`config.mk`:
```
export PLATFORM = sky130hd
export DESIGN_NAME = dmem_arbiter
export DESIGN_NICKNAME = d
export VERILOG_FILES = /design/src/rtl/dmem_arb_pkg.sv /design/src/rtl/dmem_rr_pick.sv /design/src/rtl/dmem_arbiter.sv
export SDC_FILE = /design/constraint.sdc
export NUM_CORES = 1
export LEC_CHECK = 0
export CORE_AREA = 2 2 90 92
export DETAILED_ROUTE_END_ITERATION = 12
export DIE_AREA = 0 0 92 94
export GPL_TIMING_DRIVEN = 1
export PLACE_DENSITY = 0.73
export SYNTH_ARGS = -nofsm -noshare
export SYNTH_HDL_FRONTEND = slang
export SYNTH_HIERARCHICAL = 1
export SYNTH_SLANG_ARGS = --single-unit
```
`constraint.sdc`:
```
create_clock -name clk -period 1.4 [get_ports clk]
set_input_delay 0.21 -clock clk [delete_from_list [all_inputs] [get_ports clk]]
set_output_delay 0.21 -clock clk [all_outputs]
set_load 0.02 [all_outputs]
```
`src/rtl/dmem_arb_pkg.sv`:
```
// Shared types and helpers for the data-memory arbiter between the core and the loader.
package dmem_arb_pkg;

  typedef enum logic {ARB, LOCKED} arb_state_t;

  typedef enum logic {OWN_CORE, OWN_LOADER} owner_t;

  // Lock counter must hold values up to and including lock_max.
  function automatic int unsigned lock_cnt_w(input int unsigned lock_max);
    return $clog2(lock_max + 1);
  endfunction

endpackage

```
`src/rtl/dmem_rr_pick.sv`:
```
// Combinational round-robin pick between core and loader; loader owns the port while locked.
module dmem_rr_pick
  import dmem_arb_pkg::*;
(
  input  logic   c_req,
  input  logic   l_req,
  input  owner_t last_winner,
  input  logic   locked,
  output logic   c_gnt,
  output logic   l_gnt
);

  always_comb begin
    c_gnt = 1'b0;
    l_gnt = 1'b0;
    if (locked) begin
      l_gnt = l_req;
    end else if (c_req && l_req) begin
      // Tie goes to whoever did not win last.
      if (last_winner == OWN_CORE) l_gnt = 1'b1;
      else                         c_gnt = 1'b1;
    end else begin
      c_gnt = c_req;
      l_gnt = l_req;
    end
  end

endmodule

```
`src/rtl/dmem_arbiter.sv`:
```
// Arbitrates the single-port data memory between the core and the program/debug loader,
// with a bounded loader lock for bursts and registered read-return routing.
module dmem_arbiter
  import dmem_arb_pkg::*;
#(
  parameter int unsigned DATA_W   = 32,
  parameter int unsigned ADDR_W   = 9,
  parameter int unsigned LOCK_MAX = 16
) (
  input  logic              clk,
  input  logic              reset,
  input  logic              c_req,
  input  logic              c_we,
  input  logic [ADDR_W-1:0] c_addr,
  input  logic [DATA_W-1:0] c_wdata,
  output logic              c_gnt,
  output logic              c_rvalid,
  output logic [DATA_W-1:0] c_rdata,
  output logic              c_stall,
  input  logic              l_req,
  input  logic              l_we,
  input  logic [ADDR_W-1:0] l_addr,
  input  logic [DATA_W-1:0] l_wdata,
  input  logic              l_lock,
  output logic              l_gnt,
  output logic              l_rvalid,
  output logic [DATA_W-1:0] l_rdata,
  output logic              mem_wr,
  output logic              mem_rd,
  output logic [ADDR_W-1:0] mem_addr,
  output logic [DATA_W-1:0] mem_wr_data,
  input  logic [DATA_W-1:0] mem_rd_data
);

  localparam int unsigned CNT_W = lock_cnt_w(LOCK_MAX);

  arb_state_t       state_q, state_d;
  owner_t           last_q, last_d;
  owner_t           rd_owner_q;
  logic             rd_valid_q;
  logic [CNT_W-1:0] cnt_q, cnt_d;
  logic             pick_c, pick_l;

  dmem_rr_pick u_pick (
    .c_req       (c_req),
    .l_req       (l_req),
    .last_winner (last_q),
    .locked      (state_q == LOCKED),
    .c_gnt       (pick_c),
    .l_gnt       (pick_l)
  );

  // No access can be granted while the arbiter is held in reset.
  assign c_gnt   = pick_c & reset;
  assign l_gnt   = pick_l & reset;
  assign c_stall = c_req & ~c_gnt;

  always_comb begin
    mem_wr      = 1'b0;
    mem_rd      = 1'b0;
    mem_addr    = '0;
    mem_wr_data = '0;
    if (c_gnt) begin
      mem_wr      = c_we;
      mem_rd      = ~c_we;
      mem_addr    = c_addr;
      mem_wr_data = c_wdata;
    end else if (l_gnt) begin
      mem_wr      = l_we;
      mem_rd      = ~l_we;
      mem_addr    = l_addr;
      mem_wr_data = l_wdata;
    end
  end

  // Next-state logic; a lock of one grant never needs the LOCKED state.
  always_comb begin
    state_d = state_q;
    cnt_d   = cnt_q;
    last_d  = last_q;
    if (c_gnt)      last_d = OWN_CORE;
    else if (l_gnt) last_d = OWN_LOADER;
    case (state_q)
      ARB: begin
        if (l_gnt && l_lock && (LOCK_MAX > 32'd1)) begin
          state_d = LOCKED;
          cnt_d   = CNT_W'(1);
        end
      end
      LOCKED: begin
        cnt_d = cnt_q + CNT_W'(1);
        if (cnt_q >= CNT_W'(LOCK_MAX - 1)) begin
          state_d = ARB;
          last_d  = OWN_LOADER;
        end else if (!l_lock) begin
          state_d = ARB;
        end
      end
      default: state_d = ARB;
    endcase
  end

  always_ff @(posedge clk or negedge reset) begin
    if (!reset) begin
      state_q <= ARB;
      last_q  <= OWN_LOADER;
      cnt_q   <= '0;
    end else begin
      state_q <= state_d;
      last_q  <= last_d;
      cnt_q   <= cnt_d;
    end
  end

  // Remember who issued the read so next cycle's memory data goes back to it.
  always_ff @(posedge clk or negedge reset) begin
    if (!reset) begin
      rd_valid_q <= 1'b0;
      rd_owner_q <= OWN_CORE;
    end else begin
      rd_valid_q <= mem_rd;
      if (mem_rd) rd_owner_q <= c_gnt ? OWN_CORE : OWN_LOADER;
    end
  end

  assign c_rvalid = rd_valid_q & (rd_owner_q == OWN_CORE);
  assign l_rvalid = rd_valid_q & (rd_owner_q == OWN_LOADER);
  assign c_rdata  = c_rvalid ? mem_rd_data : '0;
  assign l_rdata  = l_rvalid ? mem_rd_data : '0;

endmodule

```
# == Word level (Yosys, flattened, before mapping) ==
# Index checks and enable logic that the tools add are counted.
# totals
regBits,9
input_bits,121
output_inout_bits,112
wordCells,47
# op_classes
addsub,1
magnitude_cmp,1
n_eq_ne,1
n_mux,27
n_bitwise,10
n_reduce_logical,2
# ops
operator,count
32-bit two-way mux,4
1-bit two-way mux,18
9-bit two-way mux,2
5-bit one-hot mux with 2 select lines,1
5-bit by 1-bit adder with 5-bit output (second input constant),1
1-bit AND,5
5-bit by 4-bit greater-or-equal comparator with 1-bit output (second input constant),1
5-bit two-way mux,1
1-bit NOT,5
1-bit logical AND,2
2-bit inequality test (second input constant),1
1-bit one-hot mux with 2 select lines,1

# == Depth between registers and ports, before layout ==
# depth
depth_word,8
ltp_mapped,7

# == Cells and area by module ==
# Netlist, hierarchy kept.
# by_module_without_submodules
module,instances,cells_per_inst,area_per_inst_um2,seq_area_each_um2
dmem_arbiter,1,169,1358.8,226.5
dmem_rr_pick,1,4,36.3,0.0

# == Worst setup path after synthesis ==
# Ideal clock, no wire load.
# synth_timing
path_kind,flip-flop to output port
from,reg last_q
to,out mem_wr_data[23]
t_arrival_ps,1496
path_slack_ps,-306
stages_incl_launch_ff,7
path_cell_list,dfstp_2 > inv_1 > a21boi_2 > nand2_1 > inv_2 > buf_2 > a22o_1
# synth_between
elab_cells_between_ends,10
cone_classes,8 x mux; 2 x bitwise
# synth_lines
item,line_no,source
start: declaration,dmem_arbiter.sv:38,"owner_t last_q, last_d;"
start signal: assignment,dmem_arbiter.sv:110,last_q <= last_d;
1-bit two-way mux,dmem_rr_pick.sv:20,if (last_winner == OWN_CORE) l_gnt = 1'b1;
1-bit two-way mux,dmem_rr_pick.sv:18,end else if (c_req && l_req) begin
1-bit two-way mux,dmem_rr_pick.sv:16,if (locked) begin
named net pick_c,dmem_arbiter.sv:42,"logic pick_c, pick_l;"
1-bit AND,dmem_arbiter.sv:54,assign c_gnt = pick_c & reset;
named net c_gnt,dmem_arbiter.sv:16,"output logic c_gnt,"
32-bit two-way mux,dmem_arbiter.sv:63,if (c_gnt) begin
end: declaration,dmem_arbiter.sv:31,"output logic [DATA_W-1:0] mem_wr_data,"
# The timed path passes the listed nets, and every way through them passes these cells.

# == Final worst setup path ==
# layout_timing
from,reg last_q
to,out mem_addr[2]
# layout_between
elab_cells_between_ends,10
cone_classes,8 x mux; 2 x bitwise
# layout_lines
item,line_no,source
1-bit two-way mux,dmem_rr_pick.sv:20,
1-bit two-way mux,dmem_rr_pick.sv:18,
1-bit two-way mux,dmem_rr_pick.sv:16,
named net pick_c,dmem_arbiter.sv:42,
1-bit AND,dmem_arbiter.sv:54,
9-bit two-way mux,dmem_arbiter.sv:63,
end: declaration,dmem_arbiter.sv:30,"output logic [ADDR_W-1:0] mem_addr,"
# The timed path passes the listed nets, and every way through them passes these cells.

==> run summary <==
Post-synth EDFFs -> 0
Sequential power share -> 0.115
Fin crit period -> 2.00 ns
H-Tree Depth -> 1
Final nets -> 572
Area Growth Syn to Fin -> 286%
Top-Level Pins -> 233
CP Launch Type -> flop
Vias -> 2,584
Int Pwr -> 2.10 mW
Gr usage total -> 0.194
Clock transition at path regs -> 0.05 ns
CTS hold repair buffers -> 0
DR WL/cell -> 17.5 um
Core Box Area -> 7610 um2
Die area -> 8650 um2
Area contributors post-synth -> a22o_1, and2_1, and3_1
Initial antenna violation count -> 1
Drt total wl -> 9.65 mm
Mapped Cells -> 173
Final setup violation count -> 104
Setup crit start -> last_q
Final HPWL DP -> 6.53 mm
Max-slew headroom -> 0.853
Global-route wire length before repair -> 13.6 mm
Placed cells -> 510
Via/cell ratio -> 4.69
Hold Slack -> 0.318 ns
Maximum VDD drop -> 0.347 mV
Net Count, Synth -> 296
Number of global-route vias before repair -> 2,709
Die W -> 92 um
CTS Buf Count -> 3
Status -> complete, but fails checks
P per Cell Area -> 615 nW/um2
Sw Share -> 0.364
Filler cells -> 511
Initial Utilization -> 0.183
Mapped Area -> 1400 um2
TritonCTS Sinks -> 9
Layout cell share with drive strength beyond 1 -> 0.643
R2R Path Start -> last_q
Register area -> 228 um2
Leakage power -> 2.50 nW
I/O Buffers -> 232
Worst Path Required -> 1.19 ns
Multi-input gate area -> 1640 um2
Clock Latency Late Sink -> 0.23 ns
Clock Skew -> 0.00222 ns
Die H -> 94 um
Worst setup EP type -> output pin
Crit Path Max Fanout -> 8
Synth top area share -> 0.270
Pwr Total -> 3.31 mW
Tcrit/Tclk final -> 1.43
Floorplan row count -> 32
Cell variety after synth -> 29
Final Max Tran Viols -> 0
Post-route ant nets -> 0
Clock Path Buffers -> 2
CP arrival -> 1.79 ns
Comb power frac -> 0.792
Synthesis Warnings -> 6
Seq/Total Area, Yosys -> 0.162
CTS tree -> built
Final number of hold-violating endpoints -> 0
Synth area leader -> a22o_1
Syn_area_per_cell -> 8.06 um2
Unrepaired setup endpoints after global routing -> yes
Max-cap violations -> 0
Switching power of the nets -> 1.20 mW
Gpl congestion -> 0.804
Synth Flop Type -> dfrtp_1
Failing checks -> setup timing
Worst slew pin tran -> 0.220 ns
Worst Hold Class -> primary input to asynchronous set/reset pin
Setup Crit Path Kind -> flop to output pin
Fmax -> 500 MHz
Clk network pwr share -> 0.092
Dpl ws -> -1.09 ns
Iteration-0 DRC count of the detailed router -> 23
Clk root buf -> clkbuf_8
Post-synth ARST share -> 1.00
Finished Layout Cells -> 551
Setup ws final -> -0.600 ns
Drt drc -> 0
Largest net degree at the start of global routing -> 35
FF+latch count, synth -> 9
Congestion Overflow GR -> 0
DRT Pass-1 Iters -> 3
## cell families after synthesis
family	after synthesis	share of synthesized area
adders and majority gates	2	0.0179
and+or+nand+nor	80	0.371
buffers and inverters	24	0.108
AOI/OAI and AO/OA	56	0.326
DFF	9	0.162
muxes	2	0.0144
## power groups by stage
| stage | clock network, mW | logic [mW] | registers, mW |
|---|---|---|---|
| finish | 0.305 | 2.62 | 0.381 |
| global route | 0.320 | 2.75 | 0.393 |
| CTS | 0.315 | 2.33 | 0.374 |
| detailed placement | 0 | 1.91 | 0.376 |
| global placement | 0 | 1.89 | 0.372 |
| floorplan | 0 | 0.910 | 0.381 |
## registers in the layout (all words and copies together), names as in the netlist
register / cells
cnt_q: 5
last_q: 1
rd_owner_q: 1
rd_valid_q: 1
state_q: 1
## path summary, 6_finish.rpt
path | end | depth (start not counted) | slack, ns
max reg2reg | rd_owner_q | 7 | 0
max in group asynchronous | last_q | 2 | 0.88
min reg2reg | cnt_q[3] | 1 | 0.51
max | mem_addr[2] | 8 | -0.60
min | cnt_q[0] | 2 | 0.32
min in group clk | cnt_q[3] | 1 | 0.51
## stage by stage
stage | TNS [ns] | cell area, um2 | util
4_1_cts | -34.65 | 5050 | 0.664
5_1_grt | -38.63 | 5380 | 0.707
3_3_place_gp | -63.76 | 4320 | 0.567
3_5_place_dp | -65.50 | 4320 | 0.567
2_1_floorplan | -7.67 | 1800 | -
6_report | -33.89 | 5380 | 0.707
## final cells by class
| class | instances | share of cell area |
|---|---|---|
| multi-input cells | 140 | 0.304 |
| inverters | 5 | 0.00581 |
| diodes | 1 | 0.000465 |
| clock buffers | 4 | 0.00837 |
| well taps | 102 | 0.0237 |
| repair buffers | 290 | 0.615 |
| flip-flops and latches | 9 | 0.0423 |
## placed cells by master (no fill, tap or decap), types with 2 or more instances in the layout
master,count
nor2b_4,3
clkbuf_16,3
and3_1,7
mux2i_1,2
clkbuf_8,3
buf_4,12
o21ai_1,3
buf_12,10
buf_16,6
dfrtp_1,7
buf_2,2
o21ai_0,3
a22o_1,3
clkdlybuf4s50_1,118
and3_4,26
nand2_1,2
buf_8,8
buf_6,129
inv_1,3
a22o_4,40
dlygate4sd2_1,2
and2_4,35
## layer usage
| layer | part of all wire | wire [um] | global-route usage | up-vias |
|---|---|---|---|---|
| met3 | 0.085 | 821 | 0.0393 | 12 |
| li1 | - | - | - | 1202 |
| met1 | 0.35 | 3330 | 0.203 | 1217 |
| met2 | 0.56 | 5370 | 0.392 | 153 |
| met5 | 0 | 0 | 0 | - |
| met4 | 0.013 | 121 | 0.0473 | 0 |
## critical path, stage by stage (launching register included)
cell and delay (ns):
dfstp_2 0.55, inv_2 0.05, a21boi_4 0.15, buf_6 0.13
nor2b_4 0.05, buf_12 0.14, buf_16 0.14, a22o_4 0.22
buf_6 0.13
## timing repair
item,CTS,global route
pin swaps,11,27
buffers inserted,18,13
gates resized for setup,735,66
endpoints found under the setup margin,116,117
cloned,7,5
## cell usage after synthesis (all sizes together), types with 2 or more instances
master and number:
and3 33, o21ai 7, nor2b 4, mux2i 2, ha 2, inv 5
and2 35, a21boi 2, clkbuf 8, dfrtp 8, buf 11, a22o 43
nand2 3
No activity file was read; power rests on OpenSTA's default activity.
